<file path="config.mk">
export PLATFORM = sky130hd
export DESIGN_NAME = fetch_unit
export DESIGN_NICKNAME = d
export VERILOG_FILES = /design/src/rtl/riscv_pkg.sv /design/src/rtl/if_id_reg.sv /design/src/rtl/fetch_unit.sv
export SDC_FILE = /design/constraint.sdc
export NUM_CORES = 1
export LEC_CHECK = 0
export ABC_CLOCK_PERIOD_IN_PS = 2200
export BUFFER_PORTS_ARGS = -buffer_cell sky130_fd_sc_hd__clkbuf_2
export CAP_MARGIN = 40
export CORE_ASPECT_RATIO = 2
export CORE_MARGIN = 2
export CORE_UTILIZATION = 45
export CTS_BUF_LIST = sky130_fd_sc_hd__clkbuf_4
export DETAILED_ROUTE_END_ITERATION = 16
export GPL_TIMING_DRIVEN = 0
export PLACE_DENSITY = 0.69
export SETUP_SLACK_MARGIN = 0.02
export SLEW_MARGIN = 20
export SYNTH_ARGS = -nofsm -noshare
export SYNTH_HDL_FRONTEND = slang
export SYNTH_SLANG_ARGS = --single-unit
export TNS_END_PERCENT = 50
</file>
<file path="constraint.sdc">
create_clock -name clk -period 2.2 [get_ports clk]
set_input_delay 0 -clock clk [delete_from_list [all_inputs] [get_ports clk]]
set_output_delay 0 -clock clk [all_outputs]
set_load 0.02 [all_outputs]
</file>
<file path="src/rtl/riscv_pkg.sv">
// rtl/riscv_pkg.sv - shared widths, NOP encoding and fetch FSM states
package riscv_pkg;
  localparam int XLEN = 32;
  localparam logic [31:0] NOP_INSTR = 32'h0000_0013;

  typedef enum logic [1:0] {
    IDLE  = 2'd0,
    FETCH = 2'd1,
    HOLD  = 2'd2,
    DRAIN = 2'd3
  } fetch_state_t;
endpackage

</file>
<file path="src/rtl/if_id_reg.sv">
// rtl/if_id_reg.sv - IF/ID pipeline register with load, hold and priority flush
module if_id_reg #(
  parameter int          XLEN      = riscv_pkg::XLEN,
  parameter logic [31:0] NOP_INSTR = riscv_pkg::NOP_INSTR
) (
  input  logic            clk,
  input  logic            rst_n,
  input  logic            flush,
  input  logic            load,
  input  logic [XLEN-1:0] load_pc,
  input  logic [31:0]     load_instr,
  output logic [XLEN-1:0] if_id_pc,
  output logic [31:0]     if_id_instr,
  output logic            if_id_valid
);
  logic [XLEN-1:0] pc_q, pc_d;
  logic [31:0]     instr_q, instr_d;
  logic            valid_q, valid_d;

  always_comb begin
    pc_d    = pc_q;
    instr_d = instr_q;
    valid_d = valid_q;
    if (flush) begin
      pc_d    = '0;
      instr_d = NOP_INSTR;
      valid_d = 1'b0;
    end else if (load) begin
      pc_d    = load_pc;
      instr_d = load_instr;
      valid_d = 1'b1;
    end
  end

  always_ff @(posedge clk or negedge rst_n) begin
    if (!rst_n) begin
      pc_q    <= '0;
      instr_q <= NOP_INSTR;
      valid_q <= 1'b0;
    end else begin
      pc_q    <= pc_d;
      instr_q <= instr_d;
      valid_q <= valid_d;
    end
  end

  assign if_id_pc    = pc_q;
  assign if_id_instr = instr_q;
  assign if_id_valid = valid_q;
endmodule

</file>
<file path="src/rtl/fetch_unit.sv">
// rtl/fetch_unit.sv - PC, fetch FSM, hold buffer and stall counter feeding IF/ID
module fetch_unit #(
  parameter int                      XLEN      = riscv_pkg::XLEN,
  parameter logic [riscv_pkg::XLEN-1:0] RESET_PC  = 32'h0000_0000,
  parameter logic [31:0]             NOP_INSTR = riscv_pkg::NOP_INSTR
) (
  input  logic            clk,
  input  logic            rst_n,
  input  logic            pc_write,
  input  logic            if_id_write,
  input  logic            redirect_valid,
  input  logic [XLEN-1:0] redirect_pc,
  output logic            imem_req,
  output logic [XLEN-1:0] imem_addr,
  input  logic            imem_ack,
  input  logic [31:0]     imem_rdata,
  output logic [XLEN-1:0] if_id_pc,
  output logic [31:0]     if_id_instr,
  output logic            if_id_valid,
  output logic [15:0]     stall_count
);
  import riscv_pkg::*;

  localparam logic [XLEN-1:0] ALIGN_MASK = ~XLEN'(3);
  localparam logic [XLEN-1:0] START_PC   = XLEN'(RESET_PC) & ALIGN_MASK;

  fetch_state_t    state_q, state_d;
  logic [XLEN-1:0] pc_q, pc_d;
  logic [XLEN-1:0] pending_pc_q, pending_pc_d;
  logic [31:0]     hold_buf_q, hold_buf_d;
  logic [15:0]     stall_count_q, stall_count_d;

  logic            advance;
  logic [XLEN-1:0] target_pc;
  logic            bubble;
  logic            load;
  logic [31:0]     load_instr;

  assign advance   = pc_write & if_id_write;
  assign target_pc = redirect_pc & ALIGN_MASK;

  always_comb begin
    state_d       = state_q;
    pc_d          = pc_q;
    pending_pc_d  = pending_pc_q;
    hold_buf_d    = hold_buf_q;
    stall_count_d = stall_count_q;
    bubble        = 1'b0;
    load          = 1'b0;
    load_instr    = imem_rdata;

    case (state_q)
      IDLE: begin
        state_d = FETCH;
        pc_d    = START_PC;
      end
      FETCH: begin
        if (imem_ack) begin
          if (redirect_valid) begin
            pc_d = target_pc;
          end else if (advance) begin
            load = 1'b1;
            pc_d = pc_q + XLEN'(4);
          end else begin
            hold_buf_d = imem_rdata;
            state_d    = HOLD;
          end
        end else if (redirect_valid) begin
          // the address must not move under an outstanding request
          pending_pc_d = target_pc;
          state_d      = DRAIN;
        end else if (if_id_write) begin
          bubble = 1'b1;
        end
      end
      HOLD: begin
        if (redirect_valid) begin
          hold_buf_d = '0;
          pc_d       = target_pc;
          state_d    = FETCH;
        end else if (advance) begin
          load       = 1'b1;
          load_instr = hold_buf_q;
          pc_d       = pc_q + XLEN'(4);
          state_d    = FETCH;
        end else if (stall_count_q != 16'hFFFF) begin
          stall_count_d = stall_count_q + 16'd1;
        end
      end
      DRAIN: begin
        if (redirect_valid) begin
          pending_pc_d = target_pc;
        end
        if (imem_ack) begin
          pc_d    = redirect_valid ? target_pc : pending_pc_q;
          state_d = FETCH;
        end
      end
      default: state_d = IDLE;
    endcase
  end

  always_ff @(posedge clk or negedge rst_n) begin
    if (!rst_n) begin
      state_q       <= IDLE;
      pc_q          <= START_PC;
      pending_pc_q  <= '0;
      hold_buf_q    <= '0;
      stall_count_q <= '0;
    end else begin
      state_q       <= state_d;
      pc_q          <= pc_d;
      pending_pc_q  <= pending_pc_d;
      hold_buf_q    <= hold_buf_d;
      stall_count_q <= stall_count_d;
    end
  end

  assign imem_req    = (state_q == FETCH) || (state_q == DRAIN);
  assign imem_addr   = pc_q;
  assign stall_count = stall_count_q;

  if_id_reg #(
    .XLEN      (XLEN),
    .NOP_INSTR (NOP_INSTR)
  ) u_if_id_reg (
    .clk         (clk),
    .rst_n       (rst_n),
    .flush       (redirect_valid | bubble),
    .load        (load),
    .load_pc     (pc_q),
    .load_instr  (load_instr),
    .if_id_pc    (if_id_pc),
    .if_id_instr (if_id_instr),
    .if_id_valid (if_id_valid)
  );
endmodule

</file>
==> results.json, run 1 <==
{
  "status": "finished, violations left",
  "violations": "negative setup slack",
  "setup_viol": 1,
  "cp-start-kind": "flip-flop",
  "nets": 1195,
  "cts-buffers-inserted": 17,
  "hold_depth": 4,
  "final_util_pct": 60.2,
  "fmax_ghz": 0.454,
  "grt_pass1_vias": 8029,
  "dieArea_sq_mm": 0.0205,
  "synth_top_area_share_pct": 50.7,
  "powerDensity_mw_per_mm2": 1080,
  "grt_pass1_wl_um": 42100,
  "start_util_pct": 46.1,
  "cts_max_path_buffers": 2,
  "r2r_slack_ps": -2,
  "dp_hpwl_um": 19400,
  "grt_max_degree": 89,
  "crit_path_end_kind": "flip-flop",
  "drive_above_1_share_pct": 32.7,
  "dp.cells": 1279,
  "drtIter0Drc": 400,
  "yosysWarnings": 0,
  "cts_max_level": 4,
  "clock-sinks": 179,
  "core_area_sq_mm": 0.0188,
  "rr_startpoint": "imem_addr[11]",
  "leakagePower_nw": 5.41,
  "tightest_slew_ps": 761,
  "rr_endpoint": "imem_addr[22]",
  "maxSlewHeadroom_pct": 49.3,
  "cap_violations": 0,
  "yosysTopAreaCell": "dfrtp_1",
  "hold_start": "redirect_valid",
  "io_pins": 184,
  "crit_type": "flip-flop to flip-flop",
  "antenna_left": 0,
  "vdd.ir_drop.worst_uv": 589,
  "drt_wl_total_um": 27100,
  "fin_tns_setup_ps": -1.83,
  "final_max_slew_viol_count": 0,
  "postPlaceCellArea_sq_mm": 0.0100,
  "synth_area_leaders": "dfrtp_1 51%, mux2_2 7.5%, nand2_1 4.1%",
  "synth-seq-cells": 179,
  "cp_data_arrival_time_ps": 2750,
  "drc": 0,
  "synth_flop_cell": "dfrtp_1",
  "preCtsSetupSlack_ps": -580,
  "synth_common_cells": "176 x dfrtp_1, 96 x nand2_1, 58 x mux2_2",
  "path_clk_slew_ps": 170,
  "gp_congestion": 0.926,
  "worstSkewPairLatency_ps": 600,
  "antenna_found_initial": 3,
  "synth_edf_count": 0,
  "synth.most_common_cell": "dfrtp_1",
  "fin_crit_sh_pct": 100,
  "fin_cells": 1390,
  "die_h_um": 200,
  "rows": 71,
  "setup_slack_ps": -1.83,
  "root_buffer": "clkbuf_4",
  "holdPathEnd": "imem_addr[13]",
  "drt-vias-per-instance": 5.73,
  "hold_slack_ps": 29.2,
  "drt-pass1-iter-count": 7,
  "area_delta_synth_final_pct": 30.4,
  "syn_area_sq_mm": 0.00869,
  "syn-num-nets": 916,
  "grt_use_total_pct": 26.6,
  "cts_tree": "built",
  "place.port_buffers": 180,
  "grt-ovfl-total": 0,
  "finalClockSkew_ps": 30.6,
  "critical_path.max_fanout": 4,
  "vias": 7964,
  "reg2reg_depth": 7,
  "period_needed_ps": 2200,
  "p_total_mw": 12.2,
  "holdCritPathClass": "input pin to flip-flop",
  "fillers": 1683,
  "synthCells": 840,
  "drt-wirelength-per-cell_um": 19.5,
  "syn_avg_cell_area_sq_um": 10.3,
  "die-width_um": 102,
  "ys_async_sr_fraction_pct": 100,
  "grt_setup_unrepaired": "yes",
  "finalHoldViolCount": 0,
  "postLayoutCellArea_sq_mm": 0.0113,
  "synth_cell_types": 52,
  "seq_area_frac_synth_pct": 51.6,
  "cp.required_ps": 2740
}
worst max-delay path, cell delays in order (launching register included):
cell and delay, ps:
dfrtp_1 400, clkbuf_8 140, nand4_1 140, buf_4 180
or4b_4 520, or3_4 380, o31a_1 240, o22ai_1 140
metal layers:
metal	vias to the layer above	wire length, um	GRT usage [%]
li1	3633	-	-
met1	3936	9640	28.7
met2	317	14900	48.2
met3	78	1430	4.74
met4	0	1160	13.5
met5	-	0	0
cells by family after synthesis:
kind of cell / synth area share [%]
AND/OR/NAND/NOR: 13.6
AO/OA/AOI/OAI: 17.4
flip-flops: 51.6
multiplexers: 11.3
buffers and inverters: 3.70
XOR/XNOR: 1.51
adder cells (fa/ha/maj): 0.864
how the worst max path moves through the flow:
stage                   from                         end  slack (ps)  cells past startpoint
2_1_floorplan   imem_addr[6]               imem_addr[28]          20                      7
3_3_place_gp           rst_n                imem_addr[2]       -2690                      1
3_5_place_dp      state_q[1]                imem_addr[5]        -580                     11
4_1_cts           state_q[1]  u_if_id_reg.if_id_instr[2]         -40                      8
5_1_grt        imem_addr[11]               imem_addr[28]         -90                      7
6_report       imem_addr[11]               imem_addr[22]          -2                      7
cell type report:
type | instances | area (sq um) | area share [%]
antenna | 3 | 7.51 | 0.0663
inverter | 16 | 60.1 | 0.530
clock buffer | 17 | 128 | 1.13
clock inverter | 15 | 194 | 1.71
buffer | 62 | 367 | 3.24
tap | 255 | 319 | 2.82
sequential | 179 | 4490 | 39.6
multi-input combinational | 579 | 4010 | 35.4
timing repair buffer | 264 | 1750 | 15.5
registers in the layout, summed over array words and instances, names as in the netlist:
register / cells
hold_buf_q: 32
imem_addr: 32
pending_pc_q: 32
u_if_id_reg.if_id_instr: 32
u_if_id_reg.if_id_pc: 32
stall_count: 16
state_q: 2
u_if_id_reg.if_id_valid: 1
power by group:
group          leakage, nW  switching, mW  internal [mW]
clock                0.175           1.28          0.828
combinational         2.92           2.93           2.12
sequential            2.31          0.855           4.22
timing repair:
| item | CTS | global route |
|---|---|---|
| endpoints found under the setup margin | 169 | 155 |
| setup buffers | 5 | 8 |
| endpoints found under the hold margin | 250 | 0 |
| pin swaps | 3 | 3 |
| gates resized for setup | 67 | 38 |
| hold buffers | 66 | 0 |
cells in the final DEF, fill, tap and decap left out, types with 15 or more instances in the layout:
master         count
mux2_2            58
a22oi_1           17
a21oi_1           45
inv_1             16
nand2_1           94
dfrtp_1          170
mux2i_1           33
nand3_1           15
clkbuf_4          27
nor2_1            50
a211oi_1          29
clkbuf_2         198
dlygate4sd3_1     66
a22o_1            41
o21ai_0           44
buf_4             18
nand4_1           21
Note: power is estimated with default switching activity, not from simulation.
==> run 2: changes to the inputs <==
- CELL_PAD_IN_SITES_DETAIL_PLACEMENT: not set -> 0
- CELL_PAD_IN_SITES_GLOBAL_PLACEMENT: not set -> 1
- CORE_UTILIZATION: 45 -> 40
- PLACE_DENSITY: 0.69 -> 0.78
==> results.json, run 2 (same netlist as run 1, synthesis figures left out) <==
{
  "cts-buffers-inserted": 17,
  "grt_max_degree": 86,
  "drt_wl_total_um": 28000,
  "crit_path_end_kind": "flip-flop",
  "fin_crit_sh_pct": 97.6,
  "antenna_found_initial": 1,
  "final_max_slew_viol_count": 0,
  "cp_data_arrival_time_ps": 2700,
  "period_needed_ps": 2150,
  "drt-pass1-iter-count": 5,
  "cts_max_level": 4,
  "drtIter0Drc": 469,
  "powerDensity_mw_per_mm2": 1050,
  "dieArea_sq_mm": 0.0230,
  "maxSlewHeadroom_pct": 49.8,
  "drt-vias-per-instance": 5.52,
  "finalClockSkew_ps": 17.7,
  "fin_cells": 1403,
  "root_buffer": "clkbuf_4",
  "worstSkewPairLatency_ps": 620,
  "cp-start-kind": "flip-flop",
  "hold_start": "imem_rdata[11]",
  "grt_setup_unrepaired": "yes",
  "rr_endpoint": "imem_addr[22]",
  "dp_hpwl_um": 20400,
  "hold_depth": 3,
  "setup_slack_ps": 52.9,
  "setup_viol": 0,
  "vias": 7741,
  "holdPathEnd": "hold_buf_q[11]",
  "grt_pass1_vias": 7957,
  "cap_violations": 0,
  "die-width_um": 108,
  "drt-wirelength-per-cell_um": 20.0,
  "place.port_buffers": 180,
  "cts_tree": "built",
  "gp_congestion": 0.890,
  "grt_pass1_wl_um": 43500,
  "critical_path.max_fanout": 8,
  "path_clk_slew_ps": 160,
  "status": "complete, no violations",
  "area_delta_synth_final_pct": 30.0,
  "vdd.ir_drop.worst_uv": 530,
  "final_common_cell": "clkbuf_2",
  "cts_max_path_buffers": 2,
  "grt-ovfl-total": 0,
  "io_pins": 184,
  "rr_startpoint": "imem_addr[11]",
  "fillers": 2047,
  "fin_tns_setup_ps": 0,
  "leakagePower_nw": 5.36,
  "preCtsSetupSlack_ps": -667,
  "antenna_left": 0,
  "grt_use_total_pct": 25.0,
  "cp.required_ps": 2760,
  "layout_common_cells": "197 x clkbuf_2, 169 x dfrtp_1, 94 x nand2_1, 67 x dlygate4sd3_1, 58 x mux2_2",
  "holdCritPathClass": "input pin to flip-flop",
  "die_h_um": 212,
  "core_area_sq_mm": 0.0214,
  "drc": 0,
  "start_util_pct": 40.6,
  "nets": 1192,
  "rows": 76,
  "reg2reg_depth": 6,
  "tightest_slew_ps": 753,
  "drive_above_1_share_pct": 32.7,
  "dp.cells": 1297,
  "r2r_slack_ps": 50,
  "postLayoutCellArea_sq_mm": 0.0113,
  "clock-sinks": 179,
  "postPlaceCellArea_sq_mm": 0.0100,
  "crit_type": "flip-flop to flip-flop",
  "fmax_ghz": 0.466,
  "finalHoldViolCount": 0
}
-- run 2: layout make-up --
class / instances / area, sq um / share of cell area [%]
timing repair buffer: 262 / 1750 / 15.5
buffer: 61 / 370 / 3.28
tap: 273 / 342 / 3.02
sequential: 179 / 4490 / 39.8
multi-input combinational: 579 / 4020 / 35.6
clock buffer: 19 / 143 / 1.26
inverter: 16 / 60.1 / 0.532
antenna: 1 / 2.50 / 0.0222
clock inverter: 13 / 113 / 0.997
-- run 2: power by group --
| group | internal (mW) | total [mW] | switching, mW |
|---|---|---|---|
| Sequential | 4.23 | 5.07 | 0.845 |
| Clock | 0.579 | 1.79 | 1.21 |
| Combinational | 2.13 | 5.05 | 2.92 |
| Total | 6.94 | 11.9 | 4.97 |
-- run 2: metrics by stage --
stage	utilization [%]	power [mW]	hold slack, ps
final	52.8	11.9	141
after global routing	52.8	12.6	99.1
after CTS	52.2	11.8	65.1
after detailed placement	46.9	9.71	-55.6
after global placement	46.5	9.61	242
after floorplan	-	7.99	-296
-- run 2: critical path, stage by stage, from the launching register on --
cell and delay, ps:
dfrtp_1 390, clkbuf_8 160, nand4_1 150, or4b_4 580, or3_1 400, o31a_1 250
o22ai_1 140
-- run 2: what timing repair did --
action	4_1_cts	5_1_grt
pin swaps	3	5
setup endpoints to repair	171	161
hold buffers	67	1
endpoints found under the hold margin	307	3
gates resized for setup	69	38
buffers inserted	4	6
-- run 2: worst max path at each step --
stage | startpoint | endpoint | slack (ps) | cells after the start
2_1_floorplan | imem_addr[6] | imem_addr[28] | 20 | 7
3_3_place_gp | rst_n | imem_addr[9] | -2780 | 1
3_5_place_dp | state_q[1] | imem_addr[5] | -670 | 11
4_1_cts | state_q[1] | imem_addr[13] | -50 | 8
5_1_grt | imem_addr[9] | imem_addr[18] | -5 | 7
6_report | imem_addr[11] | imem_addr[22] | 50 | 6
-- run 2: routing by layer --
| metal | track usage, % | wire (um) | vias up |
|---|---|---|---|
| li1 | - | - | 3617 |
| met1 | 26.7 | 10200 | 3831 |
| met2 | 46.5 | 15600 | 233 |
| met3 | 4.57 | 1240 | 60 |
| met4 | 11.3 | 1030 | 0 |
| met5 | 0 | 0 | - |
==> run 3: changes to the inputs <==
- REMOVE_ABC_BUFFERS: not set -> 1
==> results.json, run 3 (same netlist as run 1, synthesis figures left out) <==
{
  "nets": 1167,
  "crit_type": "flip-flop to flip-flop",
  "die-width_um": 108,
  "hold_slack_ps": 179,
  "drc": 0,
  "finalHoldViolCount": 0,
  "cts_max_level": 4,
  "grt-ovfl-total": 0,
  "cts_tree": "built",
  "core_area_sq_mm": 0.0214,
  "drt-vias-per-instance": 5.63,
  "dieArea_sq_mm": 0.0230,
  "grt_use_total_pct": 24.8,
  "root_buffer": "clkbuf_4",
  "final_util_pct": 53.7,
  "io_pins": 184,
  "cts_max_path_buffers": 2,
  "grt_setup_unrepaired": "no",
  "drtIter0Drc": 499,
  "gp_congestion": 0.851,
  "path_clk_slew_ps": 140,
  "setup_slack_ps": 85.4,
  "use_met1_pct": 26.8,
  "cp_data_arrival_time_ps": 2650,
  "drt-wirelength-per-cell_um": 20.4,
  "fmax_ghz": 0.473,
  "setup_viol": 0,
  "tightest_slew_ps": 744,
  "drt_wl_total_um": 28100,
  "clock-sinks": 179,
  "grt_pass1_wl_um": 43000,
  "p_total_mw": 12.5,
  "rows": 76,
  "critical_path.max_fanout": 15,
  "cts-buffers-inserted": 17,
  "area_delta_synth_final_pct": 32.3,
  "vias": 7760,
  "maxSlewHeadroom_pct": 50.4,
  "die_h_um": 212,
  "status": "complete, no violations",
  "preCtsSetupSlack_ps": -804,
  "met2_usage_pct": 45.0,
  "final_common_cell": "clkbuf_2",
  "drive_above_1_share_pct": 33.3,
  "cp_slowest_cell": "or3_4",
  "fin_crit_sh_pct": 96.1,
  "cp-start-kind": "flip-flop",
  "cap_violations": 0,
  "worst-path-buf-inv": 2,
  "slowest_delay_ps": 430,
  "grt_busiest_layer": "met2",
  "grt.met3_usage_pct": 5.52,
  "antenna_left": 0,
  "critical_path.cell_chain": "inv_2, ha_4, nand2b_4, buf_12, or3_4, nor3_1, a221o_1, a22o_1",
  "grt_pass1_vias": 7859,
  "worstSkewPairLatency_ps": 600,
  "drt-pass1-iter-count": 5,
  "crit_family": "simple AND/OR/NAND/NOR gates",
  "cp.required_ps": 2740,
  "antenna_found_initial": 1,
  "final_max_slew_viol_count": 0,
  "vdd.ir_drop.worst_uv": 551,
  "leakagePower_nw": 5.40,
  "holdCritPathClass": "input pin to flip-flop",
  "place.port_buffers": 181,
  "period_needed_ps": 2110,
  "dp_hpwl_um": 18700,
  "powerDensity_mw_per_mm2": 1090,
  "crit_path_end_kind": "flip-flop",
  "start_util_pct": 40.6,
  "layout_common_cells": "180 x clkbuf_2, 165 x dfrtp_1, 94 x nand2_1, 66 x dlygate4sd3_1, 58 x mux2_2",
  "grt_max_degree": 84,
  "finalClockSkew_ps": 26.6
}
[run 3: cell count changes in the layout (fill, tap and decap cells not counted), sizes merged, moves of 2 or more]
cell and delta:
clkinv +3, clkbuf -38, clkinvlp -5, bufinv +2, o211a +2, buf +12
[run 3: final timing paths]
| path | startpoint | end | slack (ps) | cells past startpoint |
|---|---|---|---|---|
| max | state_q[0] | imem_addr[13] | 90 | 8 |
| min | imem_rdata[9] | hold_buf_q[9] | 180 | 3 |
| max reg2reg | state_q[0] | imem_addr[13] | 90 | 8 |
| min reg2reg | pending_pc_q[1] | pending_pc_q[1] | 510 | 1 |
| max in group asynchronous | rst_n | imem_addr[3] | 1220 | 4 |
| min in group asynchronous | rst_n | u_if_id_reg.if_id_pc[16] | 520 | 4 |
[run 3: repair_timing]
| action | 4_1_cts | 5_1_grt |
|---|---|---|
| buffers inserted | 18 | 6 |
| gates resized for setup | 37 | 18 |
| hold buffers | 67 | 0 |
| setup endpoints to repair | 138 | 93 |
| endpoints found under the hold margin | 308 | 0 |
| cloned | 2 | 1 |
| pin swaps | 8 | 4 |
[run 3: layer usage]
| metal | vias up | share of wire [%] |
|---|---|---|
| li1 | 3584 | - |
| met1 | 3866 | 37 |
| met2 | 246 | 54 |
| met3 | 64 | 4.4 |
| met4 | 0 | 4.6 |
| met5 | - | 0 |
[run 3: final cells by class]
type | instances | area (sq um)
repair buffers | 295 | 2120
inverters | 16 | 60.1
flip-flops and latches | 179 | 4500
clock inverters | 12 | 143
multi-input cells | 582 | 4170
well taps | 273 | 342
clock buffers | 20 | 150
fillers | 2016 | 9910
diodes | 1 | 2.50
[run 3: worst register-to-register path: cells and delay by family (launching register included)]
family,cells,cell delay (ps)
compound gates,2,250
buf+inv,2,270
simple gates,3,760
fa+ha+maj,1,380
flops,1,420
[run 3: per-stage QoR]
step                      cells  instance area [sq um]  TNS (ps)
after global placement     1228                   9670   -912100
final                      1378                  11500         0
after CTS                  1370                  11300      -114
after detailed placement   1251                  10100    -31460
after global routing       1378                  11500         0
after floorplan             774                   8420   -149150
[run 3: report_power, final]
group / leakage (nW) / switching (mW) / internal (mW)
logic: 2.93 / 2.96 / 2.34
registers: 2.31 / 0.965 / 4.23
clock network: 0.163 / 1.17 / 0.814
total: 5.40 / 5.09 / 7.38
